===== src/rtl/online_adder_rn_if.sv =====
// Streaming port bundle for the online signed-digit adder: input pair side,
// result digit side and the sticky error flag.
interface online_adder_rn_if #(
  parameter int unsigned R_LOG2 = 2
);
  localparam int unsigned DW = R_LOG2 + 1;

  logic                 in_valid;
  logic                 in_ready;
  logic                 in_last;
  logic                 sub;
  logic signed [DW-1:0] xi;
  logic signed [DW-1:0] yi;
  logic                 out_valid;
  logic                 out_ready;
  logic signed [DW-1:0] zi;
  logic                 out_first;
  logic                 out_last;
  logic                 err;

  // Producer/consumer side that drives digit pairs and takes results.
  modport master (
    output in_valid, in_last, sub, xi, yi, out_ready,
    input  in_ready, out_valid, zi, out_first, out_last, err
  );

  // The adder itself.
  modport slave (
    input  in_valid, in_last, sub, xi, yi, out_ready,
    output in_ready, out_valid, zi, out_first, out_last, err
  );
endinterface


===== src/rtl/online_adder_rn.sv =====
// Radix-2^R_LOG2 MSD-first signed-digit adder/subtractor, online delay 1.
// Each accepted pair j emits z_{j-1} = w_{j-1} + t_j; one flush beat emits w_M.
module online_adder_rn #(
  parameter int unsigned R_LOG2 = 2,
  parameter int unsigned A      = 3,
  parameter int unsigned N      = 8
) (
  input logic              clk,
  input logic              reset_n,
  online_adder_rn_if.slave bus
);
  localparam int unsigned DW = R_LOG2 + 1;
  localparam int unsigned SW = DW + 1;
  localparam int unsigned CW = $clog2(N + 1);
  localparam logic signed [SW-1:0] AP = SW'(A);

  if (!((A > (2 ** R_LOG2) / 2) && (A <= (2 ** R_LOG2) - 1))) begin : gen_bad_a
    $error("online_adder_rn: A must satisfy r/2 < A <= r-1");
  end

  typedef enum logic [1:0] {StIdle, StRun, StFlush} state_e;

  state_e               state_q, state_d;
  logic [CW-1:0]        cnt_q, cnt_d;
  logic                 sub_q, sub_d;
  logic signed [DW-1:0] w_q, w_d;
  logic signed [DW-1:0] z_q, z_d;
  logic                 ov_q, ov_d;
  logic                 first_q, first_d;
  logic                 last_q, last_d;
  logic                 err_q, err_d;

  logic                 slot_free, in_ready, accept;
  logic                 sub_eff, t_pos, t_neg, bad, last_pair;
  logic signed [SW-1:0] x_ext, y_ext, y_sel, s;
  logic signed [DW-1:0] w_new, t_dig;
  logic [CW-1:0]        cnt_next;

  assign slot_free = !ov_q || bus.out_ready;

  // Per-pair digit arithmetic: sum, transfer digit and interim sum.
  always_comb begin
    sub_eff  = (state_q == StIdle) ? bus.sub : sub_q;
    x_ext    = {bus.xi[DW-1], bus.xi};
    y_ext    = {bus.yi[DW-1], bus.yi};
    y_sel    = sub_eff ? -y_ext : y_ext;
    s        = x_ext + y_sel;
    t_pos    = (s >= AP);
    t_neg    = (s <= -AP);
    // Subtracting/adding r only flips the top bit once truncated to DW bits.
    w_new    = {s[DW-1] ^ (t_pos | t_neg), s[DW-2:0]};
    t_dig    = t_pos ? DW'(1) : (t_neg ? {DW{1'b1}} : '0);
    bad      = (x_ext > AP) || (x_ext < -AP) || (y_ext > AP) || (y_ext < -AP);
    cnt_next = (state_q == StIdle) ? CW'(1) : cnt_q + 1'b1;
    last_pair = bus.in_last || (cnt_next == CW'(N));
  end

  // FSM state register.
  always_ff @(posedge clk or negedge reset_n) begin
    if (!reset_n) state_q <= StIdle;
    else          state_q <= state_d;
  end

  // FSM next-state: a frame closes on in_last or its N-th pair, then flushes.
  always_comb begin
    state_d = state_q;
    unique case (state_q)
      StIdle, StRun: if (accept) state_d = last_pair ? StFlush : StRun;
      StFlush:       if (slot_free) state_d = StIdle;
      default:       state_d = StIdle;
    endcase
  end

  // FSM outputs: in_ready never depends on in_valid.
  always_comb begin
    in_ready = reset_n && slot_free && (state_q != StFlush);
    accept   = bus.in_valid && in_ready;
  end

  // Datapath next-state: load a result on accept or flush, else drain.
  always_comb begin
    cnt_d   = cnt_q;
    sub_d   = sub_q;
    w_d     = w_q;
    z_d     = z_q;
    ov_d    = ov_q;
    first_d = first_q;
    last_d  = last_q;
    err_d   = err_q;
    if (accept) begin
      cnt_d   = cnt_next;
      sub_d   = sub_eff;
      w_d     = w_new;
      z_d     = w_q + t_dig;
      ov_d    = 1'b1;
      first_d = (state_q == StIdle);
      last_d  = 1'b0;
      err_d   = ((state_q == StIdle) ? 1'b0 : err_q) | bad;
    end else if ((state_q == StFlush) && slot_free) begin
      cnt_d   = '0;
      w_d     = '0;
      z_d     = w_q;
      ov_d    = 1'b1;
      first_d = 1'b0;
      last_d  = 1'b1;
    end else if (bus.out_ready) begin
      ov_d    = 1'b0;
    end
  end

  // Datapath and output registers.
  always_ff @(posedge clk or negedge reset_n) begin
    if (!reset_n) begin
      cnt_q   <= '0;
      sub_q   <= 1'b0;
      w_q     <= '0;
      z_q     <= '0;
      ov_q    <= 1'b0;
      first_q <= 1'b0;
      last_q  <= 1'b0;
      err_q   <= 1'b0;
    end else begin
      cnt_q   <= cnt_d;
      sub_q   <= sub_d;
      w_q     <= w_d;
      z_q     <= z_d;
      ov_q    <= ov_d;
      first_q <= first_d;
      last_q  <= last_d;
      err_q   <= err_d;
    end
  end

  assign bus.in_ready  = in_ready;
  assign bus.out_valid = ov_q;
  assign bus.zi        = z_q;
  assign bus.out_first = first_q;
  assign bus.out_last  = last_q;
  assign bus.err       = err_q;
endmodule


===== src/flat_wrapper.sv =====
// flat-port wrapper written by rule: the top's interface ports become plain ports
module online_adder_rn_flat 
#(
  parameter int unsigned R_LOG2 = 2,
  parameter int unsigned A      = 3,
  parameter int unsigned N      = 8
)
  (clk, reset_n, bus_in_valid, bus_in_last, bus_sub, bus_xi, bus_yi, bus_out_ready, bus_in_ready, bus_out_valid, bus_zi, bus_out_first, bus_out_last, bus_err);
  online_adder_rn_if #(.R_LOG2(R_LOG2)) bus_i ();
  input logic clk;
  input logic reset_n;
  input wire logic [$bits(bus_i.in_valid)-1:0] bus_in_valid;
  input wire logic [$bits(bus_i.in_last)-1:0] bus_in_last;
  input wire logic [$bits(bus_i.sub)-1:0] bus_sub;
  input wire logic [$bits(bus_i.xi)-1:0] bus_xi;
  input wire logic [$bits(bus_i.yi)-1:0] bus_yi;
  input wire logic [$bits(bus_i.out_ready)-1:0] bus_out_ready;
  output wire logic [$bits(bus_i.in_ready)-1:0] bus_in_ready;
  output wire logic [$bits(bus_i.out_valid)-1:0] bus_out_valid;
  output wire logic [$bits(bus_i.zi)-1:0] bus_zi;
  output wire logic [$bits(bus_i.out_first)-1:0] bus_out_first;
  output wire logic [$bits(bus_i.out_last)-1:0] bus_out_last;
  output wire logic [$bits(bus_i.err)-1:0] bus_err;
  assign bus_i.in_valid = bus_in_valid;
  assign bus_i.in_last = bus_in_last;
  assign bus_i.sub = bus_sub;
  assign bus_i.xi = bus_xi;
  assign bus_i.yi = bus_yi;
  assign bus_i.out_ready = bus_out_ready;
  assign bus_in_ready = bus_i.in_ready;
  assign bus_out_valid = bus_i.out_valid;
  assign bus_zi = bus_i.zi;
  assign bus_out_first = bus_i.out_first;
  assign bus_out_last = bus_i.out_last;
  assign bus_err = bus_i.err;
  online_adder_rn #(.R_LOG2(R_LOG2), .A(A), .N(N)) u_core (.clk(clk), .reset_n(reset_n), .bus(bus_i));
endmodule

===== config.mk =====
export PLATFORM = sky130hd
export DESIGN_NAME = online_adder_rn_flat
export DESIGN_NICKNAME = d
export VERILOG_FILES = /design/src/rtl/online_adder_rn_if.sv /design/src/rtl/online_adder_rn.sv /design/src/flat_wrapper.sv
export SDC_FILE = /design/constraint.sdc
export NUM_CORES = 1
export LEC_CHECK = 0
export ABC_AREA = 0
export CAP_MARGIN = 25
export CORE_UTILIZATION = 49
export CTS_BUF_LIST = sky130_fd_sc_hd__clkbuf_8
export DETAILED_ROUTE_END_ITERATION = 8
export PLACE_DENSITY_LB_ADDON = 0.12
export RECOVER_POWER = 50
export SLEW_MARGIN = 15
export SYNTH_ARGS = -nofsm -noshare
export SYNTH_HDL_FRONTEND = slang
export SYNTH_SLANG_ARGS = --single-unit

===== constraint.sdc =====
create_clock -name clk -period 3.98 [get_ports clk]
set_input_delay 0.398 -clock clk [delete_from_list [all_inputs] [get_ports clk]]
set_output_delay 0.398 -clock clk [all_outputs]
set_load 0.05 [all_outputs]

==> flow_summary.json, run 1 <==
{
  "status": "finished clean",
  "antennaDiodeCount": 0,
  "clk_latency_ps": 250,
  "syn_area_per_cell_sq_um": 9.21,
  "crit_path_max_incr_delay_ps": 440,
  "use_met1_pct": 31.7,
  "yosys.area.top_type": "dfrtp_1",
  "syn-num-nets": 147,
  "n_fill_cell": 178,
  "synth-seq-area-share_pct": 36.7,
  "cp-start-kind": "input port",
  "vias_per_cell": 5.57,
  "vias": 1063,
  "p_leak_nw": 0.727,
  "layout-drive-gt1-share_pct": 20.9,
  "layoutNonFillerInstCount": 191,
  "fin_ws_ps": 28.6,
  "synth-seq-cells": 17,
  "portBuffers": 19,
  "crit_type": "input port to register",
  "clock_path_buffers": 2,
  "crit_slowest_cell": "clkdlybuf4s50_1",
  "cts-root-buf": "clkbuf_8",
  "tightest_slew_ps": 954,
  "r2r-start": "u_core.state_q[1]$_DFFE_PN0P_",
  "drtIter0Drc": 19,
  "cts_num_sinks": 17,
  "clkTransAtPathRegs_ps": 60,
  "top_usage_layer": "met2",
  "yosysTopAreaCellShare_pct": 36.7,
  "finalSetupViolCount": 0,
  "initial_core_util_pct": 52.4,
  "maxCapViolations": 0,
  "cts_setup_buffers": 0,
  "avgRoutedWirePerCell_um": 14.1,
  "finalNetCount": 185,
  "gp_congestion": 0.850,
  "fin_hold_ws_ps": 487,
  "critPathLaunch": "bus_sub",
  "clock_skew_ps": 4.12,
  "use_met3_pct": 5.45,
  "synth_cells": 126,
  "critPathMaxFanout": 5,
  "yosys-top-cells-area": "dfrtp_1, ha_1, nor2_1",
  "grtUsageTotal_pct": 23.9,
  "die_area_sq_um": 2570,
  "cts_buffers": 3,
  "rows": 17,
  "final_max_slew_viol_count": 0,
  "place_inst": 187,
  "ctsHoldBuffers": 0,
  "grt_overflow": 0,
  "first_pass_iters": 4,
  "fmax_ghz": 0.253,
  "hold_viol": 0,
  "max_slew_margin_pct": 36.4,
  "end_kind": "register",
  "async_flop_share_pct": 100,
  "multi_input_area_sq_um": 732,
  "cp_cell_sequence": "clkdlybuf4s50_1 -> or3b_4 -> and2_4 -> nor2_4 -> xor2_2 -> ha_1 -> a21o_1 -> o21ai_2 -> a211oi_2 -> or3_4 -> o21ai_2 -> ha_1 -> inv_1 -> fa_2 -> buf_4 -> o41ai_2 -> a211o_1",
  "die_h_um": 50.7,
  "antenna_found_initial": 0,
  "io_pins": 20,
  "holdCritPathClass": "register to register",
  "yosys_warnings": 0,
  "critPathRequiredTime_ps": 4180,
  "grt_pass1_vias": 1077,
  "ir_drop_mv": 0.475,
  "grt_pass1_wl_um": 4640,
  "synth_most_common_cell": "dfrtp_1",
  "dp_slack_ps": -314,
  "synth_cell_types": 39,
  "power.density_nw_per_um2": 574,
  "drc": 0,
  "cts_tree": "yes",
  "synth_common_cells": "dfrtp_1, nor2_1, inv_1, nand2_1",
  "critPathArrivalTime_ps": 4150,
  "die_w_um": 50.7,
  "grt_max_degree": 20,
  "syn_area_sq_um": 1160,
  "area_delta_synth_final_pct": 36.7,
  "synth_flop_cell": "dfrtp_1",
  "synth_edf_count": 0,
  "htreeDepth": 1,
  "min_period_ps": 3950,
  "tns_ps": 0,
  "rrSetupSlack_ps": 140,
  "min_from": "u_core.sub_q$_DFFE_PN0P_",
  "dp_hpwl_um": 1960,
  "fin_crit_sh_pct": 99.3,
  "ant_nets": 0,
  "seq_area_sq_um": 425,
  "totalWireLength_um": 2690,
  "core_area_sq_um": 2210,
  "met2_usage_pct": 38.2
}
critical path: cells and delay by family:
family / cells / cell delay, ps
compound gates: 6 / 1160
simple gates: 4 / 1020
fa+ha+maj: 3 / 870
buf+inv: 3 / 640
xor+xnor: 1 / 80
registers in the layout, indices dropped and copies added, names as in the netlist:
register / cells
u_core.bus.out_valid: 1
u_core.sub_q: 1
u_core.bus.zi: 3
u_core.cnt_q: 4
u_core.bus.out_first: 1
u_core.state_q: 2
u_core.w_q: 3
u_core.bus.out_last: 1
u_core.bus.err: 1
timing repair:
item	in CTS	in global routing
resized for setup	4	9
endpoints found under the setup margin	1	1
endpoints found under the hold margin	0	0
pin swaps	0	6
cell type report:
type	instances	share of cell area, %
Timing Repair Buffer	35	19.3
Multi-Input combinational cell	96	46.2
Clock inverter	1	0.237
Clock buffer	3	2.60
Sequential cell	17	26.8
Tap cell	28	2.21
Inverter	11	2.60
where the power goes:
group          internal (mW)  switching [mW]
Clock                 0.0685          0.0564
Sequential             0.225          0.0402
Combinational          0.233           0.288
through the flow:
stage | util [%] | total power, mW | area, sq um
final | 71.7 | 0.911 | 1590
after global routing | 71.7 | 0.975 | 1590
after CTS | 70.4 | 0.890 | 1560
after detailed placement | 67.7 | 0.757 | 1500
after global placement | 67.7 | 0.745 | 1500
after floorplan | - | 0.579 | 1160
kinds of logic (layout without fill, tap and decap cells):
family | Yosys count | after routing | share of synthesized area, %
AO/OA/AOI/OAI | 38 | 38 | 24.3
XOR/XNOR | 4 | 4 | 3.02
adder cells (fa/ha/maj) | 9 | 9 | 11.0
buffers and inverters | 13 | 50 | 4.21
flip-flops | 17 | 17 | 36.7
multiplexers | 1 | 1 | 0.971
AND/OR/NAND/NOR | 44 | 44 | 19.8
layer usage:
layer	vias up	wire length [um]
met5	-	0
met3	5	108
met4	0	58
met1	501	1280
li1	533	-
met2	24	1240
layout by cell type, fill, tap and decap left out, drive strengths merged, types with 2 or more instances in the layout:
master         count
a211o              2
a211oi             3
a21o               2
a21oi              6
a22o               5
a22oi              3
and2               5
and3               4
buf               15
clkbuf             4
clkdlybuf4s50     17
dfrtp             17
dlygate4sd3        2
fa                 2
ha                 7
inv               12
nand2              8
nand3              5
nor2              13
nor2b              2
o211ai             2
o21ai              8
xnor2              2
xor2               2
path summary, 6_finish.rpt:
| path | end | cells after the start |
|---|---|---|
| min reg2reg | u_core.sub_q$_DFFE_PN0P_ | 2 |
| min in group asynchronous | u_core.sub_q$_DFFE_PN0P_ | 2 |
| min | u_core.sub_q$_DFFE_PN0P_ | 2 |
| max reg2reg | u_core.bus.zi[2]$_DFFE_PN0P_ | 16 |
| max | u_core.bus.zi[2]$_DFFE_PN0P_ | 17 |
| max in group asynchronous | u_core.cnt_q[3]$_DFFE_PN0P_ | 2 |
No activity file was read; power rests on OpenSTA's default activity.
==> run 2, diff against run 1 <==
--- a/config.mk
+++ b/config.mk
@@ -7,7 +7,7 @@
 export LEC_CHECK = 0
 export ABC_AREA = 0
 export CAP_MARGIN = 25
-export CORE_UTILIZATION = 49
+export CORE_UTILIZATION = 40
 export CTS_BUF_LIST = sky130_fd_sc_hd__clkbuf_8
 export DETAILED_ROUTE_END_ITERATION = 8
 export PLACE_DENSITY_LB_ADDON = 0.12
==> run 2 against run 1 <==
  * Total power grew 2.7%
  * Die area grew 22%
  * Via count up 1.1%
  * Setup slack gained 110 ps
  * Critical path depth unchanged
  * Sequential cell count did not move
  * Global-route usage decreased by 6.0 points
  * Fmax increased by 2.9%
  * Clock skew fell by 0.60 ps
  * Register-to-register slack barely moved
  * Sequential power about the same
  * Utilization decreased by 12 points
  * Critical path type is now register to register
  * Highest routed layer unchanged
==> flow_summary.json, run 2 (synthesis results as in run 1) <==
{
  "finalNetCount": 189,
  "cts-root-buf": "clkbuf_8",
  "layout-drive-gt1-share_pct": 26.3,
  "grt_pass1_wl_um": 4530,
  "finalSetupViolCount": 0,
  "antenna_found_initial": 0,
  "htreeDepth": 1,
  "die_area_sq_um": 3120,
  "core_area_sq_um": 2760,
  "rows": 19,
  "ant_nets": 0,
  "io_pins": 20,
  "drc": 0,
  "clock_path_buffers": 2,
  "hold_viol": 0,
  "dp_slack_ps": -370,
  "fmax_ghz": 0.260,
  "die_h_um": 55.9,
  "p_leak_nw": 0.751,
  "grt_pass1_vias": 1097,
  "tightest_slew_ps": 680,
  "fin_hold_ws_ps": 448,
  "portBuffers": 19,
  "critPathMaxFanout": 6,
  "initial_core_util_pct": 42.1,
  "grt_overflow": 0,
  "min_period_ps": 3840,
  "die_w_um": 55.9,
  "crit_buf_inv": 1,
  "regMostFlops": "u_core.cnt_q",
  "layout_common_cells": "buf_4, clkdlybuf4s50_1, dfrtp_1, nor2_1, inv_1",
  "clk_latency_ps": 250,
  "area_delta_synth_final_pct": 42.2,
  "p_total_mw": 0.935,
  "vias_per_cell": 5.43,
  "n_fill_cell": 247,
  "largest_reg_flops": 4,
  "max_slew_margin_pct": 54.6,
  "avgRoutedWirePerCell_um": 13.3,
  "cp-start-kind": "register",
  "grt_max_degree": 16,
  "gp_congestion": 0.822,
  "totalWireLength_um": 2630,
  "cpLargestDelayFamily": "simple AND/OR/NAND/NOR gates",
  "final_common_cell": "buf_4",
  "seq_area_sq_um": 425,
  "crit_slowest_cell": "dfrtp_1",
  "maxCapViolations": 0,
  "fin_crit_sh_pct": 96.5,
  "antennaDiodeCount": 0,
  "cts_buffers": 3,
  "dp_hpwl_um": 2010,
  "critPathArrivalTime_ps": 3970,
  "holdCritPathClass": "input port to async pin",
  "cp_cell_sequence": "or3b_4 -> and2_4 -> nor2_4 -> xor2_1 -> ha_1 -> a21o_1 -> o21ai_4 -> a211oi_4 -> or3_4 -> o21ai_2 -> ha_2 -> inv_2 -> fa_2 -> nor2_2 -> a311oi_1 -> a21boi_2 -> a211o_1",
  "crit_type": "register to register",
  "first_pass_iters": 4,
  "clkTransAtPathRegs_ps": 70,
  "status": "finished clean",
  "vias": 1075,
  "crit_path_max_incr_delay_ps": 430,
  "grtUsageTotal_pct": 17.9,
  "power.density_nw_per_um2": 567,
  "ir_drop_mv": 0.400,
  "cts_tree": "yes",
  "cts_num_sinks": 17,
  "fin_ws_ps": 140,
  "multi_input_area_sq_um": 762,
  "final_max_slew_viol_count": 0,
  "clock_skew_ps": 3.52,
  "drtIter0Drc": 25,
  "critPathRequiredTime_ps": 4110,
  "end_kind": "register",
  "fin_util_pct": 59.8
}
-- run 2: changes by cell type in the layout (fill, tap and decap cells not counted), moves of 2 or more --
| cell | before | now |
|---|---|---|
| buf_4 | 15 | 18 |
| inv_1 | 12 | 10 |
| nand3_1 | 5 | 3 |
| nand3_2 | 0 | 2 |
-- run 2: timing repair --
item                                    CTS  global route
pin swaps                                 2            12
setup buffers                             0             1
resized for setup                         5            18
endpoints found under the setup margin    1             1
hold buffers                              0             0
cloned                                    0             0
-- run 2: path summary, 6_finish.rpt --
kind | from | end | slack [ps] | depth (start not counted)
max | u_core.state_q[0]$_DFFE_PN0P_ | u_core.bus.zi[2]$_DFFE_PN0P_ | 140 | 17
min | reset_n | u_core.bus.err$_DFFE_PN0P_ | 450 | 1
max reg2reg | u_core.state_q[0]$_DFFE_PN0P_ | u_core.bus.zi[2]$_DFFE_PN0P_ | 140 | 17
min reg2reg | u_core.bus.out_last$_DFFE_PN0P_ | u_core.bus.out_last$_DFFE_PN0P_ | 500 | 2
max in group asynchronous | reset_n | u_core.bus.out_last$_DFFE_PN0P_ | 2640 | 2
min in group clk | u_core.bus.out_last$_DFFE_PN0P_ | u_core.bus.out_last$_DFFE_PN0P_ | 500 | 2
-- run 2: worst reg2reg max path, cell delays in order, from the launching register on --
cell	delay [ps]
dfrtp_1	430
or3b_4	390
and2_4	160
nor2_4	110
xor2_1	160
ha_1	300
a21o_1	250
o21ai_4	180
a211oi_4	90
or3_4	400
o21ai_2	70
ha_2	180
inv_2	40
fa_2	360
nor2_2	80
a311oi_1	70
a21boi_2	170
a211o_1	270
-- run 2: per-stage QoR --
stage                     instances  setup TNS, ps  instance area (sq um)
after floorplan                 126              0                   1160
after global placement          193           -253                   1520
after detailed placement        193           -370                   1520
after CTS                       197              0                   1590
after global routing            198          -36.8                   1650
final                           198              0                   1650
-- run 2: cell type report --
cell class,instances,area share [%]
Clock inverter,1,0.303
Timing Repair Buffer,39,20.3
Inverter,11,2.50
Sequential cell,17,25.8
Multi-Input combinational cell,96,46.2
Tap cell,31,2.35
Clock buffer,3,2.50
-- run 2: metal layers --
| layer | part of all wire [%] | track usage (%) | vias up |
|---|---|---|---|
| met5 | 0 | 0 | - |
| met4 | 1.8 | 6.27 | 0 |
| met3 | 2.9 | 1.86 | 6 |
| met2 | 50 | 32.2 | 22 |
| met1 | 45 | 22.2 | 506 |
| li1 | - | - | 541 |
-- run 2: report_power, final --
part,total (mW),switching [mW],internal [mW],leakage (nW)
Sequential,0.265,0.0403,0.225,0.214
Clock,0.127,0.0576,0.0694,0.0255
Combinational,0.543,0.295,0.248,0.511
Total,0.935,0.393,0.543,0.751
==> run 3, diff against run 2 <==
--- a/config.mk
+++ b/config.mk
@@ -9,7 +9,9 @@
 export CAP_MARGIN = 25
 export CORE_UTILIZATION = 40
 export CTS_BUF_LIST = sky130_fd_sc_hd__clkbuf_8
+export CTS_CLUSTER_DIAMETER = 30
 export DETAILED_ROUTE_END_ITERATION = 8
+export HOLD_SLACK_MARGIN = 0.03
 export PLACE_DENSITY_LB_ADDON = 0.12
 export RECOVER_POWER = 50
 export SLEW_MARGIN = 15
==> results of run 3 <==
No change in the layout: final DEF, timing and power equal those of run 2.
==> RTL change 1 (config.mk and constraints of run 3) <==
Make the reset (`reset_n`) synchronous in 2 clocked blocks.
--- a/src/rtl/online_adder_rn.sv
+++ b/src/rtl/online_adder_rn.sv
@@ -56,7 +56,7 @@
   end
 
   // FSM state register.
-  always_ff @(posedge clk or negedge reset_n) begin
+  always_ff @(posedge clk) begin
     if (!reset_n) state_q <= StIdle;
     else          state_q <= state_d;
   end
@@ -109,7 +109,7 @@
   end
 
   // Datapath and output registers.
-  always_ff @(posedge clk or negedge reset_n) begin
+  always_ff @(posedge clk) begin
     if (!reset_n) begin
       cnt_q   <= '0;
       sub_q   <= 1'b0;
Formal check against the unedited RTL: differs if reset_n is asserted again (counterexample within 4 cycles, from zero or initial values and one cycle with reset_n low); with reset_n held inactive, the same outputs for 10 cycles.
==> RTL change 1 against run 3 <==
- non-clock buffer count is 8 lower
- design area decreased by 6.3%
- synthesized area down 1.6%
- setup slack gained 0.041 ns
- wire length down 7.6%
- count of clock-buffer cells in the layout is the same
- first-iteration DRC count is 20% lower
- worst hold slack better by 0.020 ns
- clock skew is 0.0024 ns lower
- sequential cell count did not move
Power is not compared: it rests on default switching activity, and its combinational part moved more than twofold at a synthesized area within 25%.
==> RTL change 1: results (changes against run 3) <==
- Hold Worst Slack: 0.468 ns (+0.0196 ns)
- CP max-delay cell: dfxtp_1
- Routed vias: 1015 (-5.6%)
- Maximum vdd drop: 0.000304 V
- GR Util met2: 31.0% (-1.2 points)
- Commonest cells in the netlist: dfxtp_1 (17), nor2_1 (12), nand2_1 (11)
- Sequential cell power: roughly 0.19 mW
- Flop2flop setup slack: 0.18 ns (+0.04 ns)
- Dominant cells by area after synthesis: dfxtp_1 (30%), ha_1 (8.8%), nor2_1 (3.9%)
- Drt wl/cell: 12.5 um (-5.7%)
- Hold path cells: 2
- Cells after DPL: 189 (-2.1%)
- Sw Ratio: between 30% and 40%
- Layout cell share with drive strength beyond 1: 19.6% (-6.7 points)
- CP Data Arrival Time: 3.94 ns (-0.03 ns)
- Largest net degree at the start of global routing: 21 (+5)
- First-pass GRT wire length: 4.17 mm (-7.9%)
- Worst Setup Slack post-DPL: -0.405 ns (-0.0353 ns)
- Dpl hpwl: 1.89 mm (-6.3%)
- Clk_skew: 0.00113 ns (-0.00239 ns)
- Reg2reg path depth: 16 (-1)
- Hold Path Class: flop to flop
- Crit Path Max Fanout: 7 (+1)
- Drt total wl: 2.43 mm (-7.6%)
- GRT Overall Usage: 17.2% (-0.69 points)
- M3 GR Usage: 4.92% (+3.1 points)
- Seq/Total Area, Yosys: 29.8% (-6.9 points)
- Detailed router's first-iteration violation count: 20 (-20%)
- Worst Setup SP: u_core.state_q[1]$_SDFFE_PN0P_
- DP Area: 0.00144 mm^2 (-5.7%)
- Netlist cell types: 45 (+15%)
- Final WS setup: 0.181 ns (+0.0407 ns)
- Syn Inst Count: 132 (+4.8%)
- Routability Congestion: 0.804 (-2.2%)
- Status: completed
- Post-synthesis xor/xnor area fraction: 3.07% (+0.050 points)
- Max-slew headroom: 43.3% (-11 points)
- Async S/R FF share, synth: 0% (-100 points)
- Worst Setup EP: u_core.bus.zi[2]$_SDFFE_PN0P_
- Post-synthesis mux area share: 2.85% (+1.9 points)
- Synth Area in Compound Gates: 20.6% (-3.7 points)
- Adder-cell share of the synthesized area: 12.3% (+1.3 points)
- Synth Net Count: 154 (+4.8%)
- Met1 Use GR: 19.1% (-3.1 points)
- CP max stage delay: 0.36 ns (-0.07 ns)
-- RTL change 1: cell count changes after synthesis, sizes merged, moves of 4 or more --
cell / before / now
dfxtp: 0 / 17
a21boi: 1 / 5
nand2b: 1 / 5
dfrtp: 17 / 0
a22o: 5 / 0
a21oi: 6 / 1
nand3: 5 / 1
-- RTL change 1: layout make-up --
cell class              instances  area, um^2
multi-input cells             102         808
clock buffers                   3        41.3
inverters                       9        33.8
flip-flops and latches         17         340
clock inverters                 1        3.75
repair buffers                 31         279
fillers                       263        1190
well taps                      31        38.8
-- RTL change 1: repair_timing --
action / CTS / global route
pin swaps: 3 / 10
setup endpoints to repair: 1 / 2
gates resized for setup: 5 / 13
buffers inserted: 1 / 0
-- RTL change 1: per-layer routing --
layer / wire length (um) / share of wire (%) / up-vias
met3: 86 / 3.5 / 2
met4: 17 / 0.70 / 0
met2: 1220 / 50 / 21
li1: - / - / 523
met5: 0 / 0 / -
met1: 1110 / 46 / 469
==> RTL change 2 (config.mk and constraints of run 3) <==
Without the edit above. `N` is set to 8 in 2 places; all go to 16.
--- a/src/rtl/online_adder_rn.sv
+++ b/src/rtl/online_adder_rn.sv
@@ -3,7 +3,7 @@
 module online_adder_rn #(
   parameter int unsigned R_LOG2 = 2,
   parameter int unsigned A      = 3,
-  parameter int unsigned N      = 8
+  parameter int unsigned N      = 16
 ) (
   input logic              clk,
   input logic              reset_n,
--- a/src/flat_wrapper.sv
+++ b/src/flat_wrapper.sv
@@ -3,7 +3,7 @@
 #(
   parameter int unsigned R_LOG2 = 2,
   parameter int unsigned A      = 3,
-  parameter int unsigned N      = 8
+  parameter int unsigned N      = 16
 )
   (clk, reset_n, bus_in_valid, bus_in_last, bus_sub, bus_xi, bus_yi, bus_out_ready, bus_in_ready, bus_out_valid, bus_zi, bus_out_first, bus_out_last, bus_err);
   online_adder_rn_if #(.R_LOG2(R_LOG2)) bus_i ();
Formal check against the unedited RTL: not equivalent (a bounded check fails within 10 cycles, from zero or initial values and one cycle with reset_n low).
==> RTL change 2 against run 3 <==
- wire length up 3.9%
- non-clock buffer count down 6
- sequential cell count up 1
- design area down 0.83%
- total power down 6.5%
- synthesized area up 2.6%
- setup slack better by 0.11 ns
- die area up 2.5%
- critical endpoint unchanged
- highest routed layer unchanged
==> RTL change 2: results (changes against run 3) <==
- Setup TNS: 0 ns (unchanged)
- Clock-pin slew on the worst setup and hold paths: 0.07 ns (about the same)
- FF-to-FF Start: u_core.state_q[1]$_DFFE_PN0P_
- Via density: 5.56 (+2.5%)
- FILL cells: 258 (+4.5%)
- Routed vias: 1096 (+2.0%)
- Crit Path Max Fanout: 4 (-2)
- Layout cell share with drive strength beyond 1: 19.9% (-6.5 points)
- CTS resizes: 0 (-5)
- Syn Inst Count: 133 (+5.6%)
- Drt wl/cell: 13.9 um (+4.4%)
- Worst-margin pin slew: 0.673 ns (-0.00757 ns)
- Dpl hpwl: 2.08 mm (+3.3%)
- Status: completed
- Pleak: 0.717 nW (-4.5%)
- CP max stage delay: 0.41 ns (-0.02 ns)
- Hold Path Class: flop to flop
- Maximum vdd drop: 0.000395 V (-1.4%)
- Worst Setup SP: u_core.state_q[1]$_DFFE_PN0P_
- Synth Net Count: 154 (+4.8%)
- GRT Overall Usage: 18.5% (+0.59 points)
- FF-to-FF End: u_core.bus.zi[2]$_DFFE_PN0P_
- Clk_skew: 0.000640 ns (-0.00288 ns)
- Worst Setup Slack post-DPL: -0.252 ns (+0.118 ns)
- Tcrit/Tclk final: 93.7% (-2.8 points)
- Largest net degree at the start of global routing: 13 (-3)
- Commonest cells in the netlist: dfrtp_1 (18), nor2_1 (16), inv_1 (12)
- Largest register FFs: 5 (+1)
- Routability Congestion: 0.783 (-4.7%)
- Reg2reg path depth: 16 (-1)
- Netlist cell types: 38 (-2.6%)
- Dominant cells by area after synthesis: dfrtp_1 (38%), ha_1 (7.4%), nor2_1 (5.0%)
- Worst skew pair latency: 0.25 ns (about the same)
- Flop2flop setup slack: 0.25 ns (+0.11 ns)
- ANT nets after route: 0 (unchanged)
- First-pass GRT wire length: 4.70 mm (+3.6%)
- Max Cap Viol: 0 (unchanged)
- Seq/Total Area, Yosys: 37.9% (+1.2 points)
## RTL change 2: routing by layer
metal	GRT usage, %	vias up	share of wire [%]
li1	-	541	-
met4	2.79	0	0.37
met3	5.07	2	3.5
met2	28.7	23	49
met1	26.1	530	47
met5	0	-	0
## RTL change 2: kinds of logic after synthesis
logic type / count (synthesis) / share of synthesized area [%]
AO/OA/AOI/OAI: 39 / 22.7
XOR/XNOR: 5 / 3.68
adder cells (fa/ha/maj): 9 / 10.7
buffers and inverters: 15 / 5.36
flip-flops: 18 / 37.9
multiplexers: 2 / 1.79
AND/OR/NAND/NOR: 45 / 17.9
## RTL change 2: worst min-delay path, delay by kind of cell, from the launching register on
family	cells	cell delay [ns]
AO/OA/AOI/OAI	1	0.06
flip-flops	1	0.34
AND/OR/NAND/NOR	1	0.05
## RTL change 2: final cells by class
| cell class | instances | area (um^2) | share of cell area, % |
|---|---|---|---|
| clock buffer | 3 | 41.3 | 2.52 |
| sequential | 18 | 450 | 27.5 |
| inverter | 12 | 45.0 | 2.75 |
| timing repair buffer | 33 | 298 | 18.2 |
| tap | 31 | 38.8 | 2.37 |
| multi-input combinational | 100 | 762 | 46.6 |
## RTL change 2: metrics by stage
step | hold WS [ns] | cell area (um^2) | utilization (%)
6_report | 0.490 | 1640 | 58.8
5_1_grt | 0.538 | 1640 | 58.8
4_1_cts | 0.447 | 1540 | 55.3
3_5_place_dp | 0.475 | 1500 | 53.8
3_3_place_gp | 0.471 | 1500 | 53.8
2_1_floorplan | 0.102 | 1190 | -
## RTL change 2: where the power goes
part | internal (mW) | switching [mW]
Combinational | 0.215 | 0.267
Sequential | 0.231 | 0.0348
Clock | 0.0673 | 0.0596
Total | 0.513 | 0.361
